File: src/rtl/calc_line_writer.sv
// rtl/calc_line_writer.sv - calculator screen line writer: fills the text char buffer one line per enter press
module calc_line_writer #(
    parameter int          ROWS       = 4,
    parameter int          COLS       = 9,
    parameter logic [5:0]  SPACE_CODE = 6'o40
) (
    input  logic                    CLOCK_50,
    input  logic                    ar,
    input  logic                    enter,
    input  logic                    clear_req,
    input  logic                    aSign,
    input  logic                    bSign,
    input  logic                    bothSign,
    input  logic [3:0]              x_in1,
    input  logic [3:0]              x_in2,
    input  logic [3:0]              x_in3,
    input  logic [3:0]              x_in4,
    input  logic [3:0]              Op,
    output logic                    wr_en,
    output logic [$clog2(ROWS)-1:0] wr_row,
    output logic [$clog2(COLS)-1:0] wr_col,
    output logic [5:0]              wr_data,
    output logic                    busy,
    output logic                    done,
    output logic [$clog2(ROWS)-1:0] cur_line
);
    localparam int RW = $clog2(ROWS);
    localparam int CW = $clog2(COLS);
    localparam logic [RW-1:0] LAST_ROW = RW'(ROWS - 1);
    localparam logic [CW-1:0] LAST_COL = CW'(COLS - 1);

    typedef enum logic [1:0] {IDLE, CLEAR, WRITE, DONE} state_t;

    state_t     state;
    logic       s1, s2, s3;
    logic       rise;
    logic       pend_enter, pend_clr;
    logic       c_asign, c_bsign, c_both;
    logic [3:0] c_a, c_b, c_rh, c_rl;
    logic [1:0] c_op;
    logic       unused_op;

    assign rise      = s2 & ~s3;
    assign unused_op = ^Op[3:2];

    function automatic logic [5:0] char_of(input logic [CW-1:0] col,
                                           input logic as, input logic bs, input logic rs,
                                           input logic [3:0] a, input logic [3:0] b,
                                           input logic [3:0] rh, input logic [3:0] rl,
                                           input logic [1:0] op);
        logic [5:0] c;
        c = SPACE_CODE;
        case (int'(col))
            0: c = as ? 6'o55 : SPACE_CODE;
            1: c = {2'b11, a};
            2: case (op)
                   2'b00:   c = 6'o55;
                   2'b01:   c = 6'o53;
                   2'b10:   c = 6'o52;
                   default: c = 6'o57;
               endcase
            3: c = bs ? 6'o55 : SPACE_CODE;
            4: c = {2'b11, b};
            5: c = 6'o75;
            6: c = rs ? 6'o55 : SPACE_CODE;
            7: c = {2'b11, rh};
            8: c = {2'b11, rl};
            default: c = SPACE_CODE;
        endcase
        return c;
    endfunction

    always_ff @(posedge CLOCK_50 or negedge ar) begin
        if (!ar) begin
            state      <= CLEAR;
            s1         <= 1'b0;
            s2         <= 1'b0;
            s3         <= 1'b0;
            pend_enter <= 1'b0;
            pend_clr   <= 1'b0;
            c_asign    <= 1'b0;
            c_bsign    <= 1'b0;
            c_both     <= 1'b0;
            c_a        <= '0;
            c_b        <= '0;
            c_rh       <= '0;
            c_rl       <= '0;
            c_op       <= '0;
            wr_en      <= 1'b0;
            wr_row     <= '0;
            wr_col     <= '0;
            wr_data    <= '0;
            busy       <= 1'b0;
            done       <= 1'b0;
            cur_line   <= '0;
        end else begin
            s1   <= enter;
            s2   <= s1;
            s3   <= s2;
            done <= 1'b0;
            // Requests arriving while busy are held (one deep) until IDLE.
            if (state != IDLE) begin
                if (rise)      pend_enter <= 1'b1;
                if (clear_req) pend_clr   <= 1'b1;
            end
            case (state)
                IDLE: begin
                    if (clear_req || pend_clr) begin
                        state      <= CLEAR;
                        busy       <= 1'b1;
                        pend_clr   <= 1'b0;
                        pend_enter <= 1'b0;
                        wr_en      <= 1'b1;
                        wr_row     <= '0;
                        wr_col     <= '0;
                        wr_data    <= SPACE_CODE;
                    end else if (rise || pend_enter) begin
                        state      <= WRITE;
                        busy       <= 1'b1;
                        pend_enter <= 1'b0;
                        c_asign    <= aSign;
                        c_bsign    <= bSign;
                        c_both     <= bothSign;
                        c_a        <= x_in4;
                        c_b        <= x_in1;
                        c_rh       <= x_in2;
                        c_rl       <= x_in3;
                        c_op       <= Op[1:0];
                        wr_en      <= 1'b1;
                        wr_row     <= cur_line;
                        wr_col     <= '0;
                        wr_data    <= char_of('0, aSign, bSign, bothSign,
                                              x_in4, x_in1, x_in2, x_in3, Op[1:0]);
                    end
                end
                CLEAR: begin
                    busy <= 1'b1;
                    // wr_en low here only on the first cycle after reset: start the sweep.
                    if (!wr_en) begin
                        wr_en   <= 1'b1;
                        wr_row  <= '0;
                        wr_col  <= '0;
                        wr_data <= SPACE_CODE;
                    end else if (wr_col == LAST_COL) begin
                        wr_col <= '0;
                        if (wr_row == LAST_ROW) begin
                            state    <= IDLE;
                            busy     <= 1'b0;
                            wr_en    <= 1'b0;
                            wr_row   <= '0;
                            wr_data  <= '0;
                            cur_line <= '0;
                        end else begin
                            wr_row <= wr_row + 1'b1;
                        end
                    end else begin
                        wr_col <= wr_col + 1'b1;
                    end
                end
                WRITE: begin
                    if (wr_col == LAST_COL) begin
                        state   <= DONE;
                        done    <= 1'b1;
                        wr_en   <= 1'b0;
                        wr_row  <= '0;
                        wr_col  <= '0;
                        wr_data <= '0;
                    end else begin
                        wr_col  <= wr_col + 1'b1;
                        wr_data <= char_of(wr_col + 1'b1, c_asign, c_bsign, c_both,
                                           c_a, c_b, c_rh, c_rl, c_op);
                    end
                end
                default: begin
                    state    <= IDLE;
                    busy     <= 1'b0;
                    cur_line <= cur_line + 1'b1;
                end
            endcase
        end
    end
endmodule

File: config.mk
export PLATFORM = sky130hd
export DESIGN_NAME = calc_line_writer
export DESIGN_NICKNAME = d
export VERILOG_FILES = /design/src/rtl/calc_line_writer.sv
export SDC_FILE = /design/constraint.sdc
export NUM_CORES = 1
export LEC_CHECK = 0
export BUFFER_PORTS_ARGS = -buffer_cell sky130_fd_sc_hd__buf_2
export CORE_MARGIN = 8
export CORE_UTILIZATION = 60
export DETAILED_ROUTE_END_ITERATION = 7
export GPL_TIMING_DRIVEN = 0
export HOLD_SLACK_MARGIN = 0.12
export PLACE_DENSITY = 0.85
export SLEW_MARGIN = 10
export SYNTH_ARGS = -nofsm -noshare
export SYNTH_HDL_FRONTEND = slang
export SYNTH_SLANG_ARGS = --single-unit
File: constraint.sdc
create_clock -name CLOCK_50 -period 6.2 [get_ports CLOCK_50]
set_input_delay 0.93 -clock CLOCK_50 [delete_from_list [all_inputs] [get_ports CLOCK_50]]
set_output_delay 0.93 -clock CLOCK_50 [all_outputs]
set_load 0.03 [all_outputs]
## Yosys cells after proc, flatten, opt, wreduce, memory -nomap -nowiden

Index checks and enable logic that the tools add are counted.

| cells by class | value |
|---|---|
| eq/ne operators | 21 |
| bitwise gates (word level) | 5 |
| add/sub/neg operators | 3 |
| reduce and logical (&&, ||, !) cells | 16 |
| multiplexer cells | 52 |

Operator list:

| cell | count |
|---|---|
| $pmux W5 S9 | 1 |
| $mux W6 | 6 |
| $mux W4 | 8 |
| $mux W2 | 12 |
| $pmux W6 S3 | 1 |
| $mux W1 | 17 |
| $eq A4 B3 Y1 const B | 4 |
| $pmux W2 S3 | 2 |
| $pmux W4 S3 | 1 |
| $reduce_and A4 Y1 | 3 |
| $ne A3 B3 Y1 const B | 3 |
| $pmux W3 S3 | 1 |
| $eq A4 B2 Y1 const B | 2 |
| $eq A4 B4 Y1 const B | 2 |
| $ne A2 B2 Y1 const B | 4 |
| $eq A2 B2 Y1 const B | 3 |
| $pmux W1 S3 | 2 |
| $reduce_and A3 Y1 | 2 |
| $reduce_and A5 Y1 | 1 |
| $add A2 B1 Y2 const B | 2 |
| $add A4 B1 Y4 const B | 1 |
| $eq A2 B1 Y1 const B | 2 |
| $eq A4 B1 Y1 const B | 1 |
| $logic_not A2 Y1 | 2 |
| 9 further kinds | 14 |

| word-level totals | value |
|---|---|
| output and inout bits | 17 |
| register bits after elaboration | 45 |

## Longest topological paths before layout

| logic depth | value |
|---|---|
| word-level depth | 7 |
| gate-level depth with buffers | 8 |
| depth with buffers taken out | 7 |

## Worst setup path after synthesis

No wires, ideal clock.

| timing path | value |
|---|---|
| path type | flip-flop to flip-flop |
| from | register wr_col[0] |
| to | register wr_data[3] |
| arrival time | 1.924 ns |
| stages on the path, launching flop included | 9 |
| data required time | 6.068 ns |
| setup slack | 4.143 ns |
| clock period less this slack | 2.057 ns |
| path buffers | 2 |
| cell sequence | dfrtp_1 -> ha_1 -> buf_2 -> buf_2 -> a32o_1 -> a222oi_1 -> nor3_2 -> o22ai_1 -> a21oi_2 |

| on the way | value |
|---|---|
| longest elaborated chain between the ends | 5 |
| elaborated cells between the ends (all ways) | 16 |
| those cells by class | add/sub (1); eq/ne (10); mux (3); reduce/logical (2) |

Ends and longest elaborated chain:

| element | RTL line | source |
|---|---|---|
| start, declared | 21 | `output logic [$clog2(COLS)-1:0] wr_col,` |
| start signal, assigned | 157 | `wr_col <= wr_col + 1'b1;` |
| start signal, assigned | 169 | `wr_col <= wr_col + 1'b1;` |
| $add A4 B1 Y4 | 170 | `wr_data <= char_of(wr_col + 1'b1, c_asign, c_bsign, c_both,` |
| $eq A4 B4 Y1, or another cell as far along | 53 | `case (int'(col))` |
| $pmux W5 S9 | 53 |  |
| $mux W6 | 161 | `if (wr_col == LAST_COL) begin` |
| $pmux W6 S3 | 106 | `case (state)` |
| end signal, assigned | 132 | `wr_data <= char_of('0, aSign, bSign, bothSign,` |
| end signal, assigned | 170 |  |
| end, declared | 22 | `output logic [5:0] wr_data,` |

Several ways; a longest one is shown, not always the timed one.
A chain may end at the register's enable or synchronous reset.

## Final worst setup path

| timing path | value |
|---|---|
| from | register state[0] |
| to | register wr_data[1] |

| on the way | value |
|---|---|
| longest elaborated chain between the ends | 3 |
| elaborated cells between the ends (all ways) | 9 |
| those cells by class | eq/ne (5); mux (1); reduce/logical (3) |

Ends and longest elaborated chain:

| element | RTL line | source |
|---|---|---|
| start, declared | 34 | `state_t state;` |
| start signal, assigned | 75 | `state <= CLEAR;` |
| start signal, assigned | 109 | `state <= CLEAR;` |
| start signal, assigned | 118 | `state <= WRITE;` |
| $eq A2 B1 Y1, or another cell as far along | 106 |  |
| $ne A3 B3 Y1 (no source line) / $reduce_bool A3 Y1 (equally long branches) | n/a |  |
| $reduce_and A4 Y1 (no source line) | n/a |  |

Several ways; a longest one is shown, not always the timed one.

==> metrics <==
CP Data Required Time=6.36 ns; design area=3019 µm²; Place WS=roughly 3.8 ns; Placed Cells=346; RePlAce Congestion=0.8820; total cell area at the placement stage=between 2000 and 3000 µm²; die height=82.02 µm; vias in the first global route=2149; largest family of logic cells by synthesized area=simple AND/OR/NAND/NOR gates; Clock transition at path regs=0.08 ns; grt ovf=0; final hold vios=0; Synth top area share=0.4211; worst-margin pin slew=0.9842 ns; core area=between 4000 and 5000 µm²; drt wl/cell=17.70 µm; Critical path destination=wr_data[1]; layout net count=341; Worst Reg-to-Reg Cells=8; Area Growth Syn to Fin=15.45%; H-tree depth=2; worst vdd ir=0.0002662 V; Total Routing Usage GR=0.2000; Yosys cell types=56; via count=2169; critical path type=reg -> reg; Synth Area per Inst=10.34 µm²; syn_nets=293; Starting DRT DRC Count=236; drt first pass iters=5; Post-Synthesis Cells=253; CTS Sinks=45; # Post-CTS Setup Buffers=0; r2r setup slk=around 3.8 ns; hold buffers post-CTS=0; Critical Path Start Type=register; post-route insts no fill=354; asr flop ratio synth=1.000; # DRC=0; IO buf count=roughly 40; min Tclk post-route=2.443 ns; fmax=between 0.4 and 0.5 GHz; count leader, synth=dfrtp_1; area of the multi-input gates=1395 µm²; TritonCTS Buffers=5; number of synthesized register bits=45; synth warn=0; DRT Wirelength=6.266 mm; synth top area cells=dfrtp_1, mux2_2, ha_1; R2R Path End=wr_data[1]; number of diodes=0; TritonCTS clock tree=built; Worst Setup SP=state[0]; initial antenna violation count=0; relative slew slack=0.3438; Synth Area in Simple Gates=0.1818; Initial Util=0.6133; Die W=82.02 µm; leakage power=0.001378 µW; post-CTS sizing=0; critical path endpoint category=register; Synth Area in Adders=0.06220; clock latency on the worst-skew pair=0.30 ns; Root Driver=clkbuf_8; PwrDens=a little over 500 nW/µm²; worst-path fanout max=10; post-synthesis mux area share=0.1163; fill count=325; reg-to-reg startpoint=state[0]; Synth Area in Compound Gates=0.1636; Hold WC Path Type=reg -> reg; Vias/cell=6.127; Final Skew=0.01016 ns; largest net degree at the start of global routing=46; xor/xnor share of the synthesized area=0.009569; dpl hpwl=4.561 mm; Die ar.=~6700 µm²; pins over their slew limit=0; Primary FF master, synth=dfrtp_1; layout cell share with drive strength beyond 1=0.2914; status=complete, no violations; CP arrival=2.61 ns; commonest cells in the synthesized netlist=dfrtp_1, nand2_1, mux2_2; worst setup margin=3.757 ns; Post-Synthesis Cell Area=roughly 2600 µm²; clk buf depth=2; IO Pins=44; area leader, netlist=dfrtp_1; unrepaired setup endpoints after global routing=no; sequential share of the synthesized area=0.4311; Post-synth EDFFs=0; endpoints failing setup=0; Max Cap Viol=0; TNS Setup=0 ns; sequential cell area=between 1000 and 1500 µm²; Final ANT Viol Nets=0; worst hold slack=0.3583 ns; first-pass GRT wire length=between 10 and 15 mm; period utilisation layout=0.3940; # rows=24
-- per-layer routing --
metal / share of wire / global-route usage / up-vias
met3: 0.054 / 0.04595 / 9
met5: 0 / 0 / -
met1: 0.46 / 0.2718 / 1066
met4: 0.011 / 0.06140 / 0
met2: 0.48 / 0.3094 / 72
li1: - / - / 1022
-- registers in the layout, summed over array words and instances (netlist names) --
register / count
busy: 1
c_a: 4
c_asign: 1
c_b: 4
c_both: 1
c_bsign: 1
c_op: 2
c_rh: 4
c_rl: 4
cur_line: 2
done: 1
pend_clr: 1
pend_enter: 1
s1: 1
s2: 1
s3: 1
state: 2
wr_col: 4
wr_data: 6
wr_en: 1
wr_row: 2
-- how the worst min path moves through the flow --
| stage | slack [ns] | end | cells past startpoint | startpoint |
|---|---|---|---|---|
| floorplan | 0.33 | s2 | 0 | s1 |
| global placement | 0.34 | s2 | 0 | s1 |
| detailed placement | 0.34 | s2 | 0 | s1 |
| CTS | 0.37 | s2 | 0 | s1 |
| global route | 0.37 | s2 | 0 | s1 |
| finish | 0.36 | s2 | 0 | s1 |
-- layout make-up --
class | count | area share
multi-input cells | 189 | 0.4621
flip-flops and latches | 45 | 0.3734
repair buffers | 41 | 0.06797
clock buffers | 5 | 0.02279
clock inverters | 3 | 0.02155
well taps | 52 | 0.02155
plain buffers | 9 | 0.01823
inverters | 10 | 0.01243
-- metrics by stage --
stage                 util  power, µW
global placement    0.6766       1221
finish              0.7080       1522
global route        0.7080       1626
detailed placement  0.6766       1251
floorplan                -       1057
CTS                 0.7080       1523
-- logic make-up after synthesis --
family | after synthesis
simple gates | 86
compound gates | 61
flops | 45
mux | 27
buf+inv | 19
fa+ha+maj | 13
xor+xnor | 2
-- critical path, stage by stage, from the launching register on --
cell and delay (ns):
dfstp_2 0.56, inv_1 0.08, ha_1 0.27, buf_2 0.20, nor2_1 0.12, a31oi_1 0.26
or2b_1 0.31, a311oi_1 0.36, a21oi_1 0.16
-- cells in the final DEF, fill, tap and decap left out, types with 5 or more instances in the layout --
cell,netlist,final
nand2_1,20,20
nand3_1,9,9
mux2i_1,6,6
clkbuf_8,0,5
a21oi_1,13,13
and2_1,5,5
buf_2,5,46
o21ai_0,11,11
mux2_2,19,19
ha_1,13,13
nand2b_1,5,5
nor3_1,6,6
nor2_1,16,16
dfrtp_1,44,44
inv_1,10,10
-- power by group --
part | leakage (µW) | switching, µW | total (µW) | internal [µW]
Sequential | 0.000554 | 100 | 521 | 421
Combinational | 0.000756 | 430 | 738 | 307
Clock | 0.0000681 | 103 | 263 | 160
Total | 0.00138 | 634 | 1520 | 888
No activity file was read; power rests on OpenSTA's default activity.
